**src/rtl/hdmi_period_sequencer.sv**
```systemverilog
// hdmi_period_sequencer
// Raster timing and TMDS period sequencing for an HDMI source. Produces the
// pixel position, syncs, per-cycle period mode and CTL bits, plus packet
// framing strobes for the data-island packet assembler. Every output is
// registered and describes the cx/cy value presented alongside it.

module hdmi_period_sequencer #(
  parameter int H_ACTIVE     = 640,
  parameter int H_TOTAL      = 800,
  parameter int H_SYNC_START = 656,
  parameter int H_SYNC_WIDTH = 96,
  parameter int V_ACTIVE     = 480,
  parameter int V_TOTAL      = 525,
  parameter int V_SYNC_START = 490,
  parameter int V_SYNC_WIDTH = 2,
  parameter bit SYNC_POL     = 1'b0,
  parameter int ISLAND_START = 652,
  parameter int NUM_PACKETS  = 1
) (
  input  logic       clk,
  input  logic       reset,
  input  logic       island_en,
  output logic [9:0] cx,
  output logic [9:0] cy,
  output logic [2:0] mode,
  output logic [3:0] ctl,
  output logic       hsync,
  output logic       vsync,
  output logic       packet_start,
  output logic [4:0] packet_pos
);

  // Illegal timing sets are rejected at elaboration, never handled at runtime.
  if (H_TOTAL > 1024 || V_TOTAL > 1024) begin : g_err_raster_size
    $fatal(1, "H_TOTAL and V_TOTAL must fit the 10-bit position counters");
  end
  if (NUM_PACKETS < 1 || NUM_PACKETS > 18) begin : g_err_num_packets
    $fatal(1, "NUM_PACKETS must be in 1..18");
  end
  if (ISLAND_START < H_ACTIVE + 12) begin : g_err_island_start
    $fatal(1, "ISLAND_START must leave 12 control cycles after active video");
  end
  if (ISLAND_START + 12 + 32 * NUM_PACKETS + 12 > H_TOTAL - 10) begin : g_err_island_end
    $fatal(1, "data island must end 12 control cycles before the video lead-in");
  end

  // Period mode encoding shared with the TMDS channel encoders.
  localparam logic [2:0] MODE_CTRL      = 3'd0;
  localparam logic [2:0] MODE_VIDEO     = 3'd1;
  localparam logic [2:0] MODE_VID_GUARD = 3'd2;
  localparam logic [2:0] MODE_ISL_DATA  = 3'd3;
  localparam logic [2:0] MODE_ISL_GUARD = 3'd4;

  localparam logic [3:0] CTL_VIDEO_PRE  = 4'b0001;
  localparam logic [3:0] CTL_ISLAND_PRE = 4'b0101;

  // Position thresholds sized to the counters so all compares are 10-bit.
  localparam logic [9:0] H_LAST      = 10'(H_TOTAL - 1);
  localparam logic [9:0] V_LAST      = 10'(V_TOTAL - 1);
  localparam logic [9:0] H_ACT       = 10'(H_ACTIVE);
  localparam logic [9:0] V_ACT       = 10'(V_ACTIVE);
  localparam logic [9:0] V_ACT_LAST  = 10'(V_ACTIVE - 1);
  localparam logic [9:0] HS_START    = 10'(H_SYNC_START);
  localparam logic [9:0] HS_END      = 10'(H_SYNC_START + H_SYNC_WIDTH);
  localparam logic [9:0] VS_START    = 10'(V_SYNC_START);
  localparam logic [9:0] VS_END      = 10'(V_SYNC_START + V_SYNC_WIDTH);
  localparam logic [9:0] LEAD_START  = 10'(H_TOTAL - 10);
  localparam logic [9:0] GUARD_START = 10'(H_TOTAL - 2);
  localparam logic [9:0] ISL_SAMPLE  = 10'(ISLAND_START - 1);
  localparam logic [9:0] DATA_LAST   = 10'(32 * NUM_PACKETS - 1);

  typedef enum logic [2:0] {
    ST_IDLE,
    ST_PRE,
    ST_LGUARD,
    ST_DATA,
    ST_TGUARD
  } island_state_t;

  island_state_t state_q, state_d;
  logic [9:0]    cnt_q, cnt_d;      // cycle index within the current island state
  logic [9:0]    cx_d, cy_d;
  logic [2:0]    mode_d;
  logic [3:0]    ctl_d;
  logic          hsync_d, vsync_d;
  logic          packet_start_d;
  logic [4:0]    packet_pos_d;
  logic          next_line_active;

  // Raster position for the next cycle: cx wraps each line, cy on the cx wrap.
  always_comb begin
    // NOTE: every signal gets a default before any branch, so no path can leave one unassigned and infer a latch.
    cx_d = cx + 10'd1;
    cy_d = cy;
    if (cx == H_LAST) begin
      cx_d = '0;
      cy_d = (cy == V_LAST) ? '0 : cy + 10'd1;
    end
  end

  // Island FSM next state; island_en only matters on the cycle before ISLAND_START.
  always_comb begin
    state_d = state_q;
    cnt_d   = cnt_q + 10'd1;
    case (state_q)
      ST_IDLE: begin
        cnt_d = '0;
        if (cx == ISL_SAMPLE && island_en) state_d = ST_PRE;
      end
      ST_PRE: begin
        if (cnt_q == 10'd7) begin
          state_d = ST_LGUARD;
          cnt_d   = '0;
        end
      end
      ST_LGUARD: begin
        if (cnt_q == 10'd1) begin
          state_d = ST_DATA;
          cnt_d   = '0;
        end
      end
      ST_DATA: begin
        if (cnt_q == DATA_LAST) begin
          state_d = ST_TGUARD;
          cnt_d   = '0;
        end
      end
      ST_TGUARD: begin
        if (cnt_q == 10'd1) begin
          state_d = ST_IDLE;
          cnt_d   = '0;
        end
      end
      default: begin
        state_d = ST_IDLE;
        cnt_d   = '0;
      end
    endcase
  end

  // Next-cycle outputs derived from the next position and island state, so the registered values line up with cx/cy.
  always_comb begin
    mode_d         = MODE_CTRL;
    ctl_d          = '0;
    packet_start_d = 1'b0;
    packet_pos_d   = '0;
    hsync_d        = (cx_d >= HS_START && cx_d < HS_END) ? SYNC_POL : ~SYNC_POL;
    vsync_d        = (cy_d >= VS_START && cy_d < VS_END) ? SYNC_POL : ~SYNC_POL;
    // The line after cy is active when cy is above the last active line or is the frame's final line.
    next_line_active = (cy_d < V_ACT_LAST) || (cy_d == V_LAST);
    case (state_d)
      ST_PRE:    ctl_d = CTL_ISLAND_PRE;
      ST_LGUARD: mode_d = MODE_ISL_GUARD;
      ST_TGUARD: mode_d = MODE_ISL_GUARD;
      ST_DATA: begin
        mode_d         = MODE_ISL_DATA;
        packet_pos_d   = cnt_d[4:0];
        packet_start_d = (cnt_d[4:0] == 5'd0);
      end
      default: begin
        if (cx_d < H_ACT && cy_d < V_ACT) begin
          mode_d = MODE_VIDEO;
        end else if (next_line_active && cx_d >= GUARD_START) begin
          mode_d = MODE_VID_GUARD;
        end else if (next_line_active && cx_d >= LEAD_START) begin
          ctl_d = CTL_VIDEO_PRE;
        end
      end
    endcase
  end

  // State and output registers; reset returns to the top-left in plain control.
  always_ff @(posedge clk) begin
    // NOTE: non-blocking assignments so every register here samples pre-edge values regardless of statement order.
    if (reset) begin
      cx           <= '0;
      cy           <= '0;
      state_q      <= ST_IDLE;
      cnt_q        <= '0;
      mode         <= MODE_CTRL;
      ctl          <= '0;
      hsync        <= ~SYNC_POL;
      vsync        <= ~SYNC_POL;
      packet_start <= 1'b0;
      packet_pos   <= '0;
    end else begin
      cx           <= cx_d;
      cy           <= cy_d;
      state_q      <= state_d;
      cnt_q        <= cnt_d;
      mode         <= mode_d;
      ctl          <= ctl_d;
      hsync        <= hsync_d;
      vsync        <= vsync_d;
      packet_start <= packet_start_d;
      packet_pos   <= packet_pos_d;
    end
  end

endmodule

```
**config.mk**
```make
export PLATFORM = sky130hd
export DESIGN_NAME = hdmi_period_sequencer
export DESIGN_NICKNAME = d
export VERILOG_FILES = /design/src/rtl/hdmi_period_sequencer.sv
export SDC_FILE = /design/constraint.sdc
export NUM_CORES = 1
export LEC_CHECK = 0
export CORE_MARGIN = 1
export CORE_UTILIZATION = 54
export DETAILED_ROUTE_END_ITERATION = 12
export HOLD_SLACK_MARGIN = 0.1
export MAX_ROUTING_LAYER = met4
export PLACE_DENSITY = 0.8
export REMOVE_ABC_BUFFERS = 1
export SYNTH_ARGS = -nofsm -noshare
export SYNTH_HDL_FRONTEND = slang
export SYNTH_SLANG_ARGS = --single-unit
```
**constraint.sdc**
```tcl
create_clock -name clk -period 2.57 [get_ports clk]
set_clock_uncertainty 0.1 [all_clocks]
set_input_delay 0.514 -clock clk [delete_from_list [all_inputs] [get_ports clk]]
set_output_delay 0.514 -clock clk [all_outputs]
set_load 0.01 [all_outputs]
```
==> reports/results.ini <==
[clocking]
cts_hold_buf = 0
clk_pin_slew_ns = 0.09
numCtsBuffers = 5
post_cts_buffers = 0
clock_latency_ns = 0.30
cts.path.max_buffers = 2
post_cts_resized = 0
clock-sinks = 46
cts_tree = built
ctsRootBufferMaster = clkbuf_8
h-tree-depth = 2

[logic_synthesis]
synth_cell_types = 64
ys.flop_type = dfxtp_1
synthesis.area_sq_um = 2554
synthSimpleGateAreaFrac_pct = 32.97
synth-compound-area-share_pct = 13.82
yosys.area.top_type = dfxtp_1
synth-seq-cells = 46
synth.most_common_cell = dfxtp_1
synthMuxAreaShare_pct = 1.666
ys_warn_count = 0
synth_xor_area_share_pct = 7.888
synth_area_per_cell_sq_um = 8.291
synth_top_family_by_area = simple AND/OR/NAND/NOR gates
yosys-top-cells-count = 46 x dfxtp_1, 41 x nor2_1, 28 x nand2_1
synth-adder-area-share_pct = 2.940
ys_seq_area_share_pct = 36.06
async_reset_ff_share_pct = 0
synthTopCellsByArea = dfxtp_1 36%, nor2_1 6.0%, xor2_1 4.5%, nand2_1 4.1%, xnor2_1 3.4%
yosys.area.top_type_share_pct = 36.06
synth_cells = 308
synth_edf_count = 0

[floorplanning]
core.rowCount = 24
die-area_sq_um = 5008
dieHeight_microns = 70.77
coreArea_sq_um = 4444
pin_count = 38
initial_core_util_pct = 57.46
dieWidth_microns = 70.77

[status]
status = finished with violations
violations = DRC

[route]
ant_nets = 0
drc = 4
viasPerCell = 6.057
first_iter_violations = 262
vias = 2453
dr.pass1.iters = 9
wirelength_microns = 6448
routedWlPerCell_microns = 15.92

[global_route]
grt_pass1_vias = 2166
top_usage_layer = met2
overflow = 0
grt_pass1_wl_microns = 10440
met1_usage_pct = 37.82
grt_max_degree = 16
track_usage_pct = 27.07
met3_usage_pct = 5.840
antenna_found_initial = 0
use_met2_pct = 38.46

[timing]
rsz0062_at_grt = no
fmax_mhz = 416.1
period_share_pct = 93.52
timing_hold_violations_final = 0
setup_viol = 0
report.final.slew_viol_count = 0
timing.final.crit_period_ns = 2.404
layout_setup_ws_ns = 0.1665
holdWs_ns = 0.3855
relSlewSlack_pct = 49.24
tightest_slew_ns = 0.7422

[critical_path]
critical_path_class = register to register
cp-start-kind = register
worstSetupStartpoint = cnt_q[1]$_SDFF_PP0_
endpoint_kind = register
cpPeakStageDelay_ns = 0.47
path_cells = inv_1 -> ha_1 -> or4b_4 -> o311a_1 -> a311oi_2 -> nand4b_1 -> a221o_1 -> o21ai_1
r2r_start = cnt_q[1]$_SDFF_PP0_
cp_max_fo = 4
cpMaxStageDelayCell = or4b_4
worstPathArrival_ns = 2.55
worstPathRequired_ns = 2.72

[power]
peakVddDrop_mv = 0.3418
p_seq_share_pct = 53.5
combPwrFrac_pct = 6.5
p_leak_uw = 0.001130
p_int_uw = 1052
power_density_nw_per_um2 = 428.7
netSwitchingPower_uw = 314.7
p_sw_share_pct = 23.02
pwr-share-clk_pct = 40.1

[placement]
dp.final_hpwl_microns = 4640
place_ws_ns = 0.06795
numPortBuffers = 35
gp_congestion = 1.001
placedCellCount = 397

[flow_run]
maxCapViolations = 0

[worst_hold_path]
hold_path.startpoint = cnt_q[0]$_SDFF_PP0_
hold_path.class = register to register

[layout]
instances_no_fill = 405
syn2layout_area_growth_pct = 24.84
drive_gt1_share_pct = 14.45
num_antenna_cells = 0
fin_util_pct = 71.73
final_nets = 361

## registers in the layout, indices dropped and copies added, names as in the netlist
name          count
cx               10
ctl               2
packet_pos        5
mode              3
packet_start      1
cy               10
state_q           3
hsync             1
cnt_q            10
vsync             1
## cells in the final DEF, fill, tap and decap left out, types with 3 or more instances in the layout
| cell | instances |
|---|---|
| dfxtp_1 | 45 |
| nor4b_1 | 3 |
| nand2_1 | 28 |
| nor3b_1 | 3 |
| o211ai_1 | 3 |
| o31ai_1 | 3 |
| a21oi_1 | 4 |
| buf_4 | 19 |
| xnor2_1 | 10 |
| clkdlybuf4s50_1 | 35 |
| o21ai_0 | 10 |
| a21o_1 | 3 |
| nand4_1 | 9 |
| nor2b_1 | 6 |
| inv_1 | 7 |
| nor2_1 | 41 |
| clkbuf_8 | 5 |
| or3_1 | 3 |
| nand2b_1 | 3 |
| and3_1 | 4 |
| or2_2 | 3 |
| nand3_1 | 14 |
| xor2_1 | 13 |
| nor4_1 | 7 |
| ha_1 | 6 |
| nor3_1 | 9 |
## critical path: cells and delay by family, from the launching register on
kind	cells	cell delay, ns
AOI/OAI and AO/OA	4	1.08
and+or+nand+nor	2	0.62
DFF	1	0.35
adders and majority gates	1	0.14
buffers and inverters	1	0.07
## worst paths after layout
check                         to  slack (ns)  cells past startpoint
max           mode[0]$_SDFF_PP0_        0.17                      8
min reg2reg  cnt_q[0]$_SDFF_PP0_        0.39                      1
min          cnt_q[0]$_SDFF_PP0_        0.39                      1
max reg2reg   mode[0]$_SDFF_PP0_        0.17                      8
## metal layers
metal | up-vias | wire length (microns)
met5 | - | 0
met1 | 1112 | 2905
met4 | 0 | 155
met3 | 18 | 486
met2 | 129 | 2902
li1 | 1194 | -
## per-stage QoR
stage                     total power (uW)  area (sq um)  setup TNS, ns
after floorplan                      793.4          2469       -0.03728
after global placement               832.6          3027              0
after detailed placement             834.2          3027              0
after CTS                             1376          3141              0
after global routing                  1423          3188              0
final                                 1367          3188              0
## cell type report
| cell class | count | area (sq um) |
|---|---|---|
| Multi-Input combinational cell | 238 | 1568 |
| Tap cell | 52 | 65.06 |
| Sequential cell | 46 | 922.1 |
| Clock inverter | 3 | 45.04 |
| Inverter | 7 | 26.28 |
| Clock buffer | 5 | 68.82 |
| Timing Repair Buffer | 54 | 493.0 |
| Fill cell | 352 | 1256 |
## kinds of logic after synthesis
kind of cell / after synthesis
other cells: 1
compound gates: 47
mux: 4
flops: 46
xor+xnor: 23
simple gates: 156
fa+ha+maj: 6
buf+inv: 25
## power by group through the flow
stage	clock network, uW	logic (uW)	registers (uW)
after floorplan	0	43.0	750
after global placement	0	86.0	747
after detailed placement	0	86.9	747
after CTS	558	87.7	730
after global routing	596	94.7	732
final	548	88.3	731
(Power assumes the default switching activity.)
